--- src/rtl/spi_fifo_pkg.sv ---
// Shared types and constants for the SPI byte-buffering sequencer.
package spi_fifo_pkg;

  localparam int unsigned SPI_BYTE_W          = 8;
  localparam int unsigned SPI_FIFO_DEPTH_LOG2 = 2;

  typedef enum logic [1:0] {
    ST_IDLE,
    ST_LAUNCH,
    ST_WAIT,
    ST_DRAIN
  } seq_state_e;

endpackage

--- src/rtl/spi_fifo_sequencer_if.sv ---
// Register-block and frontend signals of the SPI FIFO sequencer, named from the sequencer's view.
interface spi_fifo_sequencer_if
  import spi_fifo_pkg::*;
#(
  parameter int unsigned DEPTH_LOG2 = SPI_FIFO_DEPTH_LOG2
);
  localparam int unsigned LVL_W = DEPTH_LOG2 + 1;

  logic                  flush_i;
  logic                  tx_push_i;
  logic [SPI_BYTE_W-1:0] tx_data_i;
  logic                  tx_full_o;
  logic                  tx_empty_o;
  logic [LVL_W-1:0]      tx_level_o;
  logic                  rx_pop_i;
  logic [SPI_BYTE_W-1:0] rx_data_o;
  logic                  rx_empty_o;
  logic                  rx_full_o;
  logic [LVL_W-1:0]      rx_level_o;
  logic                  rx_overrun_o;
  logic                  clear_overrun_i;
  logic                  busy_o;
  logic                  transmit_o;
  logic [SPI_BYTE_W-1:0] transmit_data_o;
  logic                  transmit_done_i;
  logic [SPI_BYTE_W-1:0] received_data_i;

  modport master (
    output flush_i, tx_push_i, tx_data_i, rx_pop_i, clear_overrun_i,
           transmit_done_i, received_data_i,
    input  tx_full_o, tx_empty_o, tx_level_o, rx_data_o, rx_empty_o, rx_full_o,
           rx_level_o, rx_overrun_o, busy_o, transmit_o, transmit_data_o
  );

  modport slave (
    input  flush_i, tx_push_i, tx_data_i, rx_pop_i, clear_overrun_i,
           transmit_done_i, received_data_i,
    output tx_full_o, tx_empty_o, tx_level_o, rx_data_o, rx_empty_o, rx_full_o,
           rx_level_o, rx_overrun_o, busy_o, transmit_o, transmit_data_o
  );

endinterface

--- src/rtl/spi_byte_fifo.sv ---
// Circular byte FIFO with flush and a force-pop input used to make room for a new byte.
module spi_byte_fifo
  import spi_fifo_pkg::*;
#(
  parameter int unsigned DEPTH_LOG2 = SPI_FIFO_DEPTH_LOG2
) (
  input  logic                  clk_i,
  input  logic                  rst_ni,
  input  logic                  flush_i,
  input  logic                  push_i,
  input  logic [SPI_BYTE_W-1:0] data_i,
  input  logic                  pop_i,
  input  logic                  force_pop_i,
  output logic [SPI_BYTE_W-1:0] data_o,
  output logic                  full_o,
  output logic                  empty_o,
  output logic [DEPTH_LOG2:0]   level_o
);
  localparam int unsigned DEPTH = 1 << DEPTH_LOG2;
  localparam int unsigned CNT_W = DEPTH_LOG2 + 1;

  logic [DEPTH_LOG2-1:0] wptr_q, rptr_q;
  logic [CNT_W-1:0]      count_q;
  logic [SPI_BYTE_W-1:0] mem_q [DEPTH];
  logic                  do_push_c, do_pop_c;

  assign empty_o   = (count_q == '0);
  assign full_o    = (count_q == CNT_W'(DEPTH));
  assign level_o   = count_q;
  assign data_o    = empty_o ? '0 : mem_q[rptr_q];
  // A full FIFO still accepts a push when the head leaves in the same cycle.
  assign do_pop_c  = (pop_i | force_pop_i) & ~empty_o;
  assign do_push_c = push_i & (~full_o | do_pop_c);

  always_ff @(posedge clk_i or negedge rst_ni) begin
    if (!rst_ni) begin
      wptr_q  <= '0;
      rptr_q  <= '0;
      count_q <= '0;
      for (int i = 0; i < int'(DEPTH); i++) mem_q[i] <= '0;
    end else if (flush_i) begin
      wptr_q  <= '0;
      rptr_q  <= '0;
      count_q <= '0;
    end else begin
      if (do_push_c) begin
        mem_q[wptr_q] <= data_i;
        wptr_q        <= wptr_q + DEPTH_LOG2'(1);
      end
      if (do_pop_c) rptr_q <= rptr_q + DEPTH_LOG2'(1);
      case ({do_push_c, do_pop_c})
        2'b10:   count_q <= count_q + CNT_W'(1);
        2'b01:   count_q <= count_q - CNT_W'(1);
        default: count_q <= count_q;
      endcase
    end
  end

endmodule

--- src/rtl/spi_fifo_sequencer.sv ---
// Buffers TX/RX bytes between the SPI register block and spi_frontend, launching one transfer per byte.
// Define SPI_FIFO_RX_OVERWRITE_EN to replace the oldest RX byte on overrun instead of dropping the newest.
module spi_fifo_sequencer
  import spi_fifo_pkg::*;
#(
  parameter int unsigned DEPTH_LOG2 = SPI_FIFO_DEPTH_LOG2
) (
  input  logic               clk_i,
  input  logic               rst_ni,
  spi_fifo_sequencer_if.slave bus
);
  seq_state_e            state_q, state_d;
  logic                  tx_pop_c, rx_push_c, rx_drop_c, rx_force_pop_c;
  logic [SPI_BYTE_W-1:0] tx_head;
  logic [SPI_BYTE_W-1:0] tx_data_q;
  logic                  transmit_q, overrun_q;

  spi_byte_fifo #(.DEPTH_LOG2(DEPTH_LOG2)) u_tx_fifo (
    .clk_i       (clk_i),
    .rst_ni      (rst_ni),
    .flush_i     (bus.flush_i),
    .push_i      (bus.tx_push_i),
    .data_i      (bus.tx_data_i),
    .pop_i       (tx_pop_c),
    .force_pop_i (1'b0),
    .data_o      (tx_head),
    .full_o      (bus.tx_full_o),
    .empty_o     (bus.tx_empty_o),
    .level_o     (bus.tx_level_o)
  );

  spi_byte_fifo #(.DEPTH_LOG2(DEPTH_LOG2)) u_rx_fifo (
    .clk_i       (clk_i),
    .rst_ni      (rst_ni),
    .flush_i     (bus.flush_i),
    .push_i      (rx_push_c),
    .data_i      (bus.received_data_i),
    .pop_i       (bus.rx_pop_i),
    .force_pop_i (rx_force_pop_c),
    .data_o      (bus.rx_data_o),
    .full_o      (bus.rx_full_o),
    .empty_o     (bus.rx_empty_o),
    .level_o     (bus.rx_level_o)
  );

  // A received byte is lost (or displaces the oldest) only if software is not popping this cycle.
  assign rx_drop_c = rx_push_c & bus.rx_full_o & ~bus.rx_pop_i;
`ifdef SPI_FIFO_RX_OVERWRITE_EN
  assign rx_force_pop_c = rx_drop_c;
`else
  assign rx_force_pop_c = 1'b0;
`endif

  always_ff @(posedge clk_i or negedge rst_ni) begin
    if (!rst_ni) state_q <= ST_IDLE;
    else         state_q <= state_d;
  end

  // Next state plus the FIFO strobes that accompany each transition.
  always_comb begin
    state_d   = state_q;
    tx_pop_c  = 1'b0;
    rx_push_c = 1'b0;
    unique case (state_q)
      ST_IDLE: begin
        if (!bus.tx_empty_o && !bus.flush_i) begin
          tx_pop_c = 1'b1;
          state_d  = ST_LAUNCH;
        end
      end
      ST_LAUNCH: state_d = ST_WAIT;
      ST_WAIT: begin
        if (bus.transmit_done_i) begin
          rx_push_c = 1'b1;
          state_d   = ST_IDLE;
        end else if (bus.flush_i) begin
          state_d = ST_DRAIN;
        end
      end
      ST_DRAIN: begin
        if (bus.transmit_done_i) state_d = ST_IDLE;
      end
      default: state_d = ST_IDLE;
    endcase
  end

  // Strobe and byte register for the frontend; the byte holds until the next pop.
  always_ff @(posedge clk_i or negedge rst_ni) begin
    if (!rst_ni) begin
      transmit_q <= 1'b0;
      tx_data_q  <= '0;
    end else begin
      transmit_q <= tx_pop_c;
      if (tx_pop_c) tx_data_q <= tx_head;
    end
  end

  always_ff @(posedge clk_i or negedge rst_ni) begin
    if (!rst_ni)                  overrun_q <= 1'b0;
    else if (bus.flush_i)         overrun_q <= 1'b0;
    else if (rx_drop_c)           overrun_q <= 1'b1;
    else if (bus.clear_overrun_i) overrun_q <= 1'b0;
  end

  assign bus.transmit_o      = transmit_q;
  assign bus.transmit_data_o = tx_data_q;
  assign bus.rx_overrun_o    = overrun_q;
  assign bus.busy_o          = (state_q != ST_IDLE) | ~bus.tx_empty_o;

endmodule
--- src/flat_wrapper.sv ---
// flat-port wrapper written by rule: the top's interface ports become plain ports
module spi_fifo_sequencer_flat import spi_fifo_pkg::*;
#(
  parameter int unsigned DEPTH_LOG2 = SPI_FIFO_DEPTH_LOG2
)
  (clk_i, rst_ni, bus_flush_i, bus_tx_push_i, bus_tx_data_i, bus_rx_pop_i, bus_clear_overrun_i, bus_transmit_done_i, bus_received_data_i, bus_tx_full_o, bus_tx_empty_o, bus_tx_level_o, bus_rx_data_o, bus_rx_empty_o, bus_rx_full_o, bus_rx_level_o, bus_rx_overrun_o, bus_busy_o, bus_transmit_o, bus_transmit_data_o);
  spi_fifo_sequencer_if #(.DEPTH_LOG2(DEPTH_LOG2)) bus_i ();
  input  logic clk_i;
  input  logic rst_ni;
  input wire logic [$bits(bus_i.flush_i)-1:0] bus_flush_i;
  input wire logic [$bits(bus_i.tx_push_i)-1:0] bus_tx_push_i;
  input wire logic [$bits(bus_i.tx_data_i)-1:0] bus_tx_data_i;
  input wire logic [$bits(bus_i.rx_pop_i)-1:0] bus_rx_pop_i;
  input wire logic [$bits(bus_i.clear_overrun_i)-1:0] bus_clear_overrun_i;
  input wire logic [$bits(bus_i.transmit_done_i)-1:0] bus_transmit_done_i;
  input wire logic [$bits(bus_i.received_data_i)-1:0] bus_received_data_i;
  output wire logic [$bits(bus_i.tx_full_o)-1:0] bus_tx_full_o;
  output wire logic [$bits(bus_i.tx_empty_o)-1:0] bus_tx_empty_o;
  output wire logic [$bits(bus_i.tx_level_o)-1:0] bus_tx_level_o;
  output wire logic [$bits(bus_i.rx_data_o)-1:0] bus_rx_data_o;
  output wire logic [$bits(bus_i.rx_empty_o)-1:0] bus_rx_empty_o;
  output wire logic [$bits(bus_i.rx_full_o)-1:0] bus_rx_full_o;
  output wire logic [$bits(bus_i.rx_level_o)-1:0] bus_rx_level_o;
  output wire logic [$bits(bus_i.rx_overrun_o)-1:0] bus_rx_overrun_o;
  output wire logic [$bits(bus_i.busy_o)-1:0] bus_busy_o;
  output wire logic [$bits(bus_i.transmit_o)-1:0] bus_transmit_o;
  output wire logic [$bits(bus_i.transmit_data_o)-1:0] bus_transmit_data_o;
  assign bus_i.flush_i = bus_flush_i;
  assign bus_i.tx_push_i = bus_tx_push_i;
  assign bus_i.tx_data_i = bus_tx_data_i;
  assign bus_i.rx_pop_i = bus_rx_pop_i;
  assign bus_i.clear_overrun_i = bus_clear_overrun_i;
  assign bus_i.transmit_done_i = bus_transmit_done_i;
  assign bus_i.received_data_i = bus_received_data_i;
  assign bus_tx_full_o = bus_i.tx_full_o;
  assign bus_tx_empty_o = bus_i.tx_empty_o;
  assign bus_tx_level_o = bus_i.tx_level_o;
  assign bus_rx_data_o = bus_i.rx_data_o;
  assign bus_rx_empty_o = bus_i.rx_empty_o;
  assign bus_rx_full_o = bus_i.rx_full_o;
  assign bus_rx_level_o = bus_i.rx_level_o;
  assign bus_rx_overrun_o = bus_i.rx_overrun_o;
  assign bus_busy_o = bus_i.busy_o;
  assign bus_transmit_o = bus_i.transmit_o;
  assign bus_transmit_data_o = bus_i.transmit_data_o;
  spi_fifo_sequencer #(.DEPTH_LOG2(DEPTH_LOG2)) u_core (.clk_i(clk_i), .rst_ni(rst_ni), .bus(bus_i));
endmodule
--- config.mk ---
export PLATFORM = sky130hd
export DESIGN_NAME = spi_fifo_sequencer_flat
export DESIGN_NICKNAME = d
export VERILOG_FILES = /design/src/rtl/spi_fifo_pkg.sv /design/src/rtl/spi_fifo_sequencer_if.sv /design/src/rtl/spi_byte_fifo.sv /design/src/rtl/spi_fifo_sequencer.sv /design/src/flat_wrapper.sv
export SDC_FILE = /design/constraint.sdc
export NUM_CORES = 1
export LEC_CHECK = 0
export CORE_MARGIN = 2
export CORE_UTILIZATION = 26
export CTS_BUF_LIST = sky130_fd_sc_hd__clkbuf_16
export DETAILED_ROUTE_END_ITERATION = 10
export GPL_TIMING_DRIVEN = 0
export MAX_ROUTING_LAYER = met4
export PLACE_DENSITY_LB_ADDON = 0.05
export SLEW_MARGIN = 10
export SYNTH_ARGS = -nofsm -noshare
export SYNTH_HDL_FRONTEND = slang
export SYNTH_SLANG_ARGS = --single-unit
export TNS_END_PERCENT = 50
--- constraint.sdc ---
create_clock -name clk_i -period 3.4 [get_ports clk_i]
set_clock_uncertainty 0.05 [all_clocks]
set_input_delay 0.34 -clock clk_i [delete_from_list [all_inputs] [get_ports clk_i]]
set_output_delay 0.34 -clock clk_i [all_outputs]
set_load 0.03 [all_outputs]
## Word-level counts from Yosys, hierarchy flattened

Cells that the tools add are included.

- Flip-flop bits (word level): 90
- Output and inout port bits: 29
- Word-level logic and storage cells: 120

- Add/sub/neg operators: 8
- Order comparisons: 6
- Equal/unequal tests: 12
- Muxes and demuxes: 38
- Bitwise logic cells: 19
- Reduce and logical (&&, ||, !) cells: 19

Operators with widths:

| operator | count |
|---|---|
| $bwmux W32 | 2 |
| $mux W8 | 8 |
| $bmux W8 S2 | 2 |
| $demux W8 S2 | 2 |
| $mux W2 | 12 |
| $ge A3 B3 Y1 const B | 4 |
| $not A2 Y3 | 4 |
| $pmux W3 S2 | 2 |
| $reduce_bool A2 Y1 | 5 |
| $reduce_bool A3 Y1 | 3 |
| $add A2 B1 Y2 const B | 4 |
| $eq A2 B2 Y1 const B | 4 |
| $pmux W2 S4 | 1 |
| $mux W1 | 7 |
| $add A3 B1 Y3 const B | 2 |
| $and A1 B1 Y1 | 6 |
| $eq A2 B1 Y1 const B | 3 |
| $eq A3 B3 Y1 const B | 2 |
| $logic_not A3 Y1 | 2 |
| $lt A3 B1 Y1 const B | 2 |
| $mux W3 | 2 |
| $not A1 Y1 | 6 |
| $sub A3 B1 Y3 const B | 2 |
| $reduce_and A2 Y1 | 2 |
| other kinds (8) | 13 |

## Logic depth before layout (Yosys ltp)

- Depth in word-level cells: 11
- Mapped depth: 10
- Mapped depth without buffers: 8

## By module

From an unflattened synthesis, not the netlist that was laid out.

- Cell total of the unflattened synthesis: 331
- Area, all modules: 4650.7 µm²

By module, submodules not included:

| module | instances | cells an instance | area an instance (µm²) | seq. area each (µm²) |
|---|---|---|---|---|
| spi_byte_fifo | 2 | 149 | 2085.8 | 975.9 |
| spi_fifo_sequencer | 1 | 33 | 479.2 | 300.3 |

## Worst setup path before layout

Ideal clock, no wire load.

- Path kind: reg2reg
- From: register u_core.u_tx_fifo.count_q[0] (netlist: u_core.u_tx_fifo.level_o[0])
- To: register u_core.u_tx_fifo.count_q[2] (netlist: u_core.u_tx_fifo.level_o[2])
- Arrival: 3010 ps
- Data required time: 3210 ps
- Setup slack: 200 ps
- Stages on the path, launching flop included: 10
- Buffers on the path: 1
- Cells stage by stage: dfrtp_1 -> nor3_1 -> or2_2 -> buf_2 -> nor2_1 -> fa_1 -> o41ai_1 -> a21oi_1 -> a31oi_1 -> a21oi_1

- Cells in the longest elaborated chain, start to end: 11
- Elaborated cells on any way between the ends: 18

RTL lines:

| item | RTL line | source |
|---|---|---|
| start, declared | spi_byte_fifo.sv:23 | `logic [CNT_W-1:0] count_q;` |
| start signal, assigned | spi_byte_fifo.sv:52 | `2'b10: count_q <= count_q + CNT_W'(1);` |
| start signal, assigned | spi_byte_fifo.sv:53 | `2'b01: count_q <= count_q - CNT_W'(1);` |
| start signal, assigned | spi_byte_fifo.sv:54 | `default: count_q <= count_q;` |
| $logic_not A3 Y1 * | spi_byte_fifo.sv:27 | `assign empty_o = (count_q == '0);` |
| via bus_tx_empty_o | flat_wrapper.sv:18 | `output wire logic [$bits(bus_i.tx_empty_o)-1:0] bus_tx_empty_o;` |
| $logic_not A1 Y1 | spi_fifo_sequencer.sv:66 | `if (!bus.tx_empty_o && !bus.flush_i) begin` |
| $logic_and A1 B1 Y1 | spi_fifo_sequencer.sv:66 |  |
| $mux W1 | spi_fifo_sequencer.sv:66 |  |
| $mux W1 | spi_fifo_sequencer.sv:64 | `unique case (state_q)` |
| $and A1 B1 Y1 * | spi_byte_fifo.sv:32 | `assign do_pop_c = (pop_i \| force_pop_i) & ~empty_o;` |
| $or A1 B1 Y1 | spi_byte_fifo.sv:33 | `assign do_push_c = push_i & (~full_o \| do_pop_c);` |
| $and A1 B1 Y1 | spi_byte_fifo.sv:33 |  |
| $eq A2 B1 Y1 / $eq A2 B2 Y1 (equally long branches) | spi_byte_fifo.sv:51 | `case ({do_push_c, do_pop_c})` |
| $pmux W3 S2 | spi_byte_fifo.sv:51 |  |
| $mux W3 | spi_byte_fifo.sv:41 | `end else if (flush_i) begin` |

The timed path passes the listed nets; every way through them passes the cells marked *.
A chain may end at the register's enable or synchronous reset.

## Final worst setup path

- From: register u_core.u_rx_fifo.count_q[0] (netlist: u_core.u_rx_fifo.level_o[0])
- To: output port bus_rx_data_o[4]

- Cells in the longest elaborated chain, start to end: 2

RTL lines:

| item | RTL line | source |
|---|---|---|
| start, declared | spi_byte_fifo.sv:23 |  |
| start signal, assigned | spi_byte_fifo.sv:52 |  |
| start signal, assigned | spi_byte_fifo.sv:53 |  |
| start signal, assigned | spi_byte_fifo.sv:54 |  |
| $logic_not A3 Y1 | spi_byte_fifo.sv:27 |  |
| $mux W8 | spi_byte_fifo.sv:30 | `assign data_o = empty_o ? '0 : mem_q[rptr_q];` |
| end, declared | flat_wrapper.sv:20 | `output wire logic [$bits(bus_i.rx_data_o)-1:0] bus_rx_data_o;` |

No other way between the ends.

==> results.md <==
- The number of cells on the worst reg-to-reg path is 9.
- The first-iteration detailed-routing DRC count is approximately 120.
- The kind of launch point of the worst setup path is a flip-flop.
- The type of destination of the critical path is a primary output.
- The overall routing resource usage is 0.125.
- The worst path in the final design needs a cycle of 3.01 ns, including I/O delays and setup.
- Once layout is complete, the utilization of the core stands at 0.332.
- The final-report max-slew violation count came to 0.
- The die covers 18,000 sq um.
- VDD sags by at most 0.330 mV.
- After clock tree synthesis, the clock-pin slew on the worst setup and hold paths is approximately 0.070 ns.
- Synthesis produced a netlist whose cell count is 328.
- The effective utilization at floorplan is 0.265.
- The number of global-route vias before repair is 3,031.
- Input and output buffers added on the ports amount to 51.
- The synthesized design contains 90 register bits.
- The highest clock frequency the design can meet is 0.332 GHz.
- The number of warnings printed during yosys synthesis is 0.
- The critical path arrival is 2.62 ns.
- The core region is 16,600 sq um.
- The run finished with clean final reports.
- The clock net in this run drives a total of 90 sinks.
- TritonCTS built the clock tree.
- After the flow finishes, the layout carries non-filler instances totaling 617.
- The DRC violations left is 0.
- In this design, the critical path's most frequently occurring cell is sky130_fd_sc_hd__clkbuf_1.
- In this run, synthesis inferred 0 flip-flops with an integrated enable.
- For this run, the leading register cell type out of synthesis is sky130_fd_sc_hd__dfrtp_1.
- The average wire per standard cell is 16.3 um.
- The clock reaches the later pin of the worst-skew pair after 0.34 ns.
- No sink is reached through more buffers than the 2 on the longest clock path.
- The signal on the critical path passes through clkbuf_1 > or3_1 > clkbuf_1 > and2_1 > clkdlybuf4s50_1.
- The classification of the worst-slack hold path is in -> async.
- The final layout contains 425 nets.
- The largest single stage delay on the critical path is 0.69 ns.
- In the synthesized netlist the async set-or-reset flop fraction comes to 1.00.
- Setup repair after global routing left no endpoint under its margin.
- The H-tree was split into 3 levels.
- The maximum number of pins on one net before global-route repair is 61.
- The number of antenna violations at the first check in global routing is 0.
- The distinct cell type count after synthesis is 43.
- In this run the count of I/O pins placed on the die edge is 52.
- The hold violation count in the final report is 0.
- The area growth from synthesis to layout is 25.2%.
- The repair_antennas step left the layout with diodes totalling 0.
- Dividing the detail-routed via count by the number of cells gives 4.45.
- The cell family contributing the most delay on the critical path is buffers and inverters.
- The floorplan has 47 rows.
- In this run the vertical extent of the chip is 134 um.
- Counting every net in the synthesized netlist gives 361.
- The tool flagged a number of max-cap violations equal to 0.
- In this run the tightest slew margin relative to its limit is 0.536.
- In this run the cell area of the synthesized design comes to 4400 sq um.
- In this run the remaining antenna-violating nets after routing total 0.
- Of the cells placed in the final design, the portion with a size suffix greater than 1 is 0.307.
- The wire length reported by the detailed router is 10.0 mm.
- The floorplan step set the die width to 134 um.
- In this run, placement finished with an instance count of 600.
- The transition time at the pin with the least slew margin is between 0.6 and 0.7 ns.
- The required time at the endpoint of the critical path is 3.01 ns.
- The classification of the worst setup path is reg -> out.
- The overall overflow remaining after global route is 0.
- The fraction of the cycle the final worst path needs is 0.886.
- The number of gates resized after CTS was 0.
- Fill cells in the final layout number 1,667.
- For this design the static power due to leakage is 2.35 nW.
- Detailed placement finished with a half-perimeter wire length of 6.56 mm.
- The power density relative to cell area is approximately 800 nW/um^2.
- The first detailed-routing pass took 4 iterations.
- The first global-routing pass estimated 16.5 mm of wire.
- The critical path crosses 5 cells after its start point.
- Clock tree synthesis selected as its root buffer the cell sky130_fd_sc_hd__clkbuf_16.
- The sequential share of the synthesized area is 0.512.
- The global placement routability congestion is 0.715.
- The number of buffers and inverters on the critical path is 3.
- Setup violations remaining at the end of the flow were counted as 0.
- For this design, the slowest cell found on the critical path is sky130_fd_sc_hd__clkdlybuf4s50_1.
- The count of vias placed by the detailed router is 2,746.
- In this run the worst path has a maximum fanout of 10.
- The synthesized area per cell is between 10 and 15 sq um.
- The number of clock buffers inserted by TritonCTS is 9.
## final cells by class
class | count | area [sq um] | share of cell area
Clock inverter | 7 | 61.3 | 0.0111
Sequential cell | 90 | 2250 | 0.409
Inverter | 10 | 37.5 | 0.00682
Clock buffer | 9 | 225 | 0.0409
Multi-Input combinational cell | 207 | 2010 | 0.365
Tap cell | 220 | 275 | 0.0500
Timing Repair Buffer | 53 | 546 | 0.0991
Buffer | 21 | 95.1 | 0.0173
## cells by family (layout without fill, tap and decap cells)
group,after synthesis,after routing,share of synthesized area
flops,90,90,0.512
mux,89,89,0.269
simple gates,69,69,0.0902
buf+inv,31,100,0.0302
compound gates,30,30,0.0487
fa+ha+maj,10,10,0.0319
xor+xnor,9,9,0.0179
## cells in the mapped netlist (5+ instances only)
master                     number  area (sq um)
sky130_fd_sc_hd__and2_1        16           100
sky130_fd_sc_hd__mux2_2        72           811
sky130_fd_sc_hd__o21ai_0        5          25.0
sky130_fd_sc_hd__nor3_1         5          25.0
sky130_fd_sc_hd__buf_2          7          35.0
sky130_fd_sc_hd__a21oi_1        8          40.0
sky130_fd_sc_hd__nand2_1        9          33.8
sky130_fd_sc_hd__xnor2_1        6          52.6
sky130_fd_sc_hd__mux4_2        16           360
sky130_fd_sc_hd__inv_1         10          37.5
sky130_fd_sc_hd__ha_1           8           100
sky130_fd_sc_hd__dfrtp_1       90          2250
sky130_fd_sc_hd__clkbuf_1      11          41.3
sky130_fd_sc_hd__nor2_1        17          63.8
## power by group
| group | internal, mW | switching, mW | leakage (nW) |
|---|---|---|---|
| clock | 0.562 | 0.428 | 0.148 |
| sequential | 1.46 | 0.213 | 1.16 |
| combinational | 0.920 | 0.877 | 1.04 |
| total | 2.94 | 1.52 | 2.35 |
## stage by stage
step | TNS, ns | worst slack [ns] | total power, mW | area, sq um | hold slack, ns
floorplan | 0 | 0.200 | 2.92 | 4400 | -0.00559
global placement | -156.54 | -1.75 | 3.50 | 5180 | 0.434
detailed placement | 0 | 0.382 | 3.52 | 5210 | 0.273
CTS | 0 | 0.325 | 4.54 | 5500 | 0.442
global route | 0 | 0.186 | 4.76 | 5500 | 0.465
finish | 0 | 0.387 | 4.46 | 5500 | 0.432
## worst paths after layout
path | start | end | slack (ns)
worst min-delay path | rst_ni | u_core.u_rx_fifo.mem_q[22] | 0.43
worst max register to register | u_core.u_tx_fifo.level_o[0] | u_core.u_tx_fifo.level_o[2] | 0.45
min in group clk_i | u_core.bus.transmit_data_o[2] | u_core.bus.transmit_data_o[2] | 0.45
worst max-delay path | u_core.u_rx_fifo.level_o[0] | bus_rx_data_o[4] | 0.39
worst min register to register | u_core.bus.transmit_data_o[2] | u_core.bus.transmit_data_o[2] | 0.45
max in group asynchronous | rst_ni | u_core.u_tx_fifo.mem_q[26] | 2.22
## flip-flops by register name, indices dropped and copies added (netlist names)
register                    count
u_core.bus.transmit_data_o      8
u_core.state_q                  2
u_core.u_rx_fifo.mem_q         32
u_core.u_tx_fifo.rptr_q         2
u_core.u_tx_fifo.level_o        3
u_core.u_rx_fifo.rptr_q         2
u_core.u_tx_fifo.wptr_q         2
u_core.bus.rx_overrun_o         1
u_core.u_rx_fifo.level_o        3
u_core.u_tx_fifo.mem_q         32
u_core.u_rx_fifo.wptr_q         2
u_core.bus.transmit_o           1
## layer usage
layer / vias up / share of wire / GRT usage / routed length (um)
met3: 8 / 0.033 / 0.0329 / 330
li1: 1298 / - / - / -
met5: - / 0 / - / 0
met1: 1401 / 0.44 / 0.144 / 4460
met2: 39 / 0.51 / 0.213 / 5100
met4: 0 / 0.014 / 0.0386 / 145
## layout by cell type, fill, tap and decap left out, types with 2 or more instances in the layout
master                            count
sky130_fd_sc_hd__buf_2                7
sky130_fd_sc_hd__xnor2_1              6
sky130_fd_sc_hd__ha_1                 8
sky130_fd_sc_hd__o22ai_1              2
sky130_fd_sc_hd__a31oi_1              2
sky130_fd_sc_hd__nor4_1               2
sky130_fd_sc_hd__nand2_4              3
sky130_fd_sc_hd__fa_1                 2
sky130_fd_sc_hd__clkbuf_1            11
sky130_fd_sc_hd__mux2_2              72
sky130_fd_sc_hd__o211ai_1             2
sky130_fd_sc_hd__nor2_1              17
sky130_fd_sc_hd__mux4_2              16
sky130_fd_sc_hd__a21oi_1              8
sky130_fd_sc_hd__o21ai_0              5
sky130_fd_sc_hd__nand3_1              3
sky130_fd_sc_hd__buf_1                2
sky130_fd_sc_hd__nand2_1              9
sky130_fd_sc_hd__inv_1               11
sky130_fd_sc_hd__clkdlybuf4s50_1     50
sky130_fd_sc_hd__or2_2                2
sky130_fd_sc_hd__or3_1                2
sky130_fd_sc_hd__clkinv_2             3
sky130_fd_sc_hd__xor2_1               3
sky130_fd_sc_hd__nor3_1               5
sky130_fd_sc_hd__and2_1              16
sky130_fd_sc_hd__nand3b_1             4
sky130_fd_sc_hd__clkbuf_16            9
sky130_fd_sc_hd__a211oi_1             3
sky130_fd_sc_hd__dfrtp_1             90
## timing repair
item | 4_1_cts | 5_1_grt
buffers inserted | 0 | 0
hold buffers | 1 | 0
endpoints found under the hold margin | 30 | 0
No activity file was read; power rests on OpenSTA's default activity.
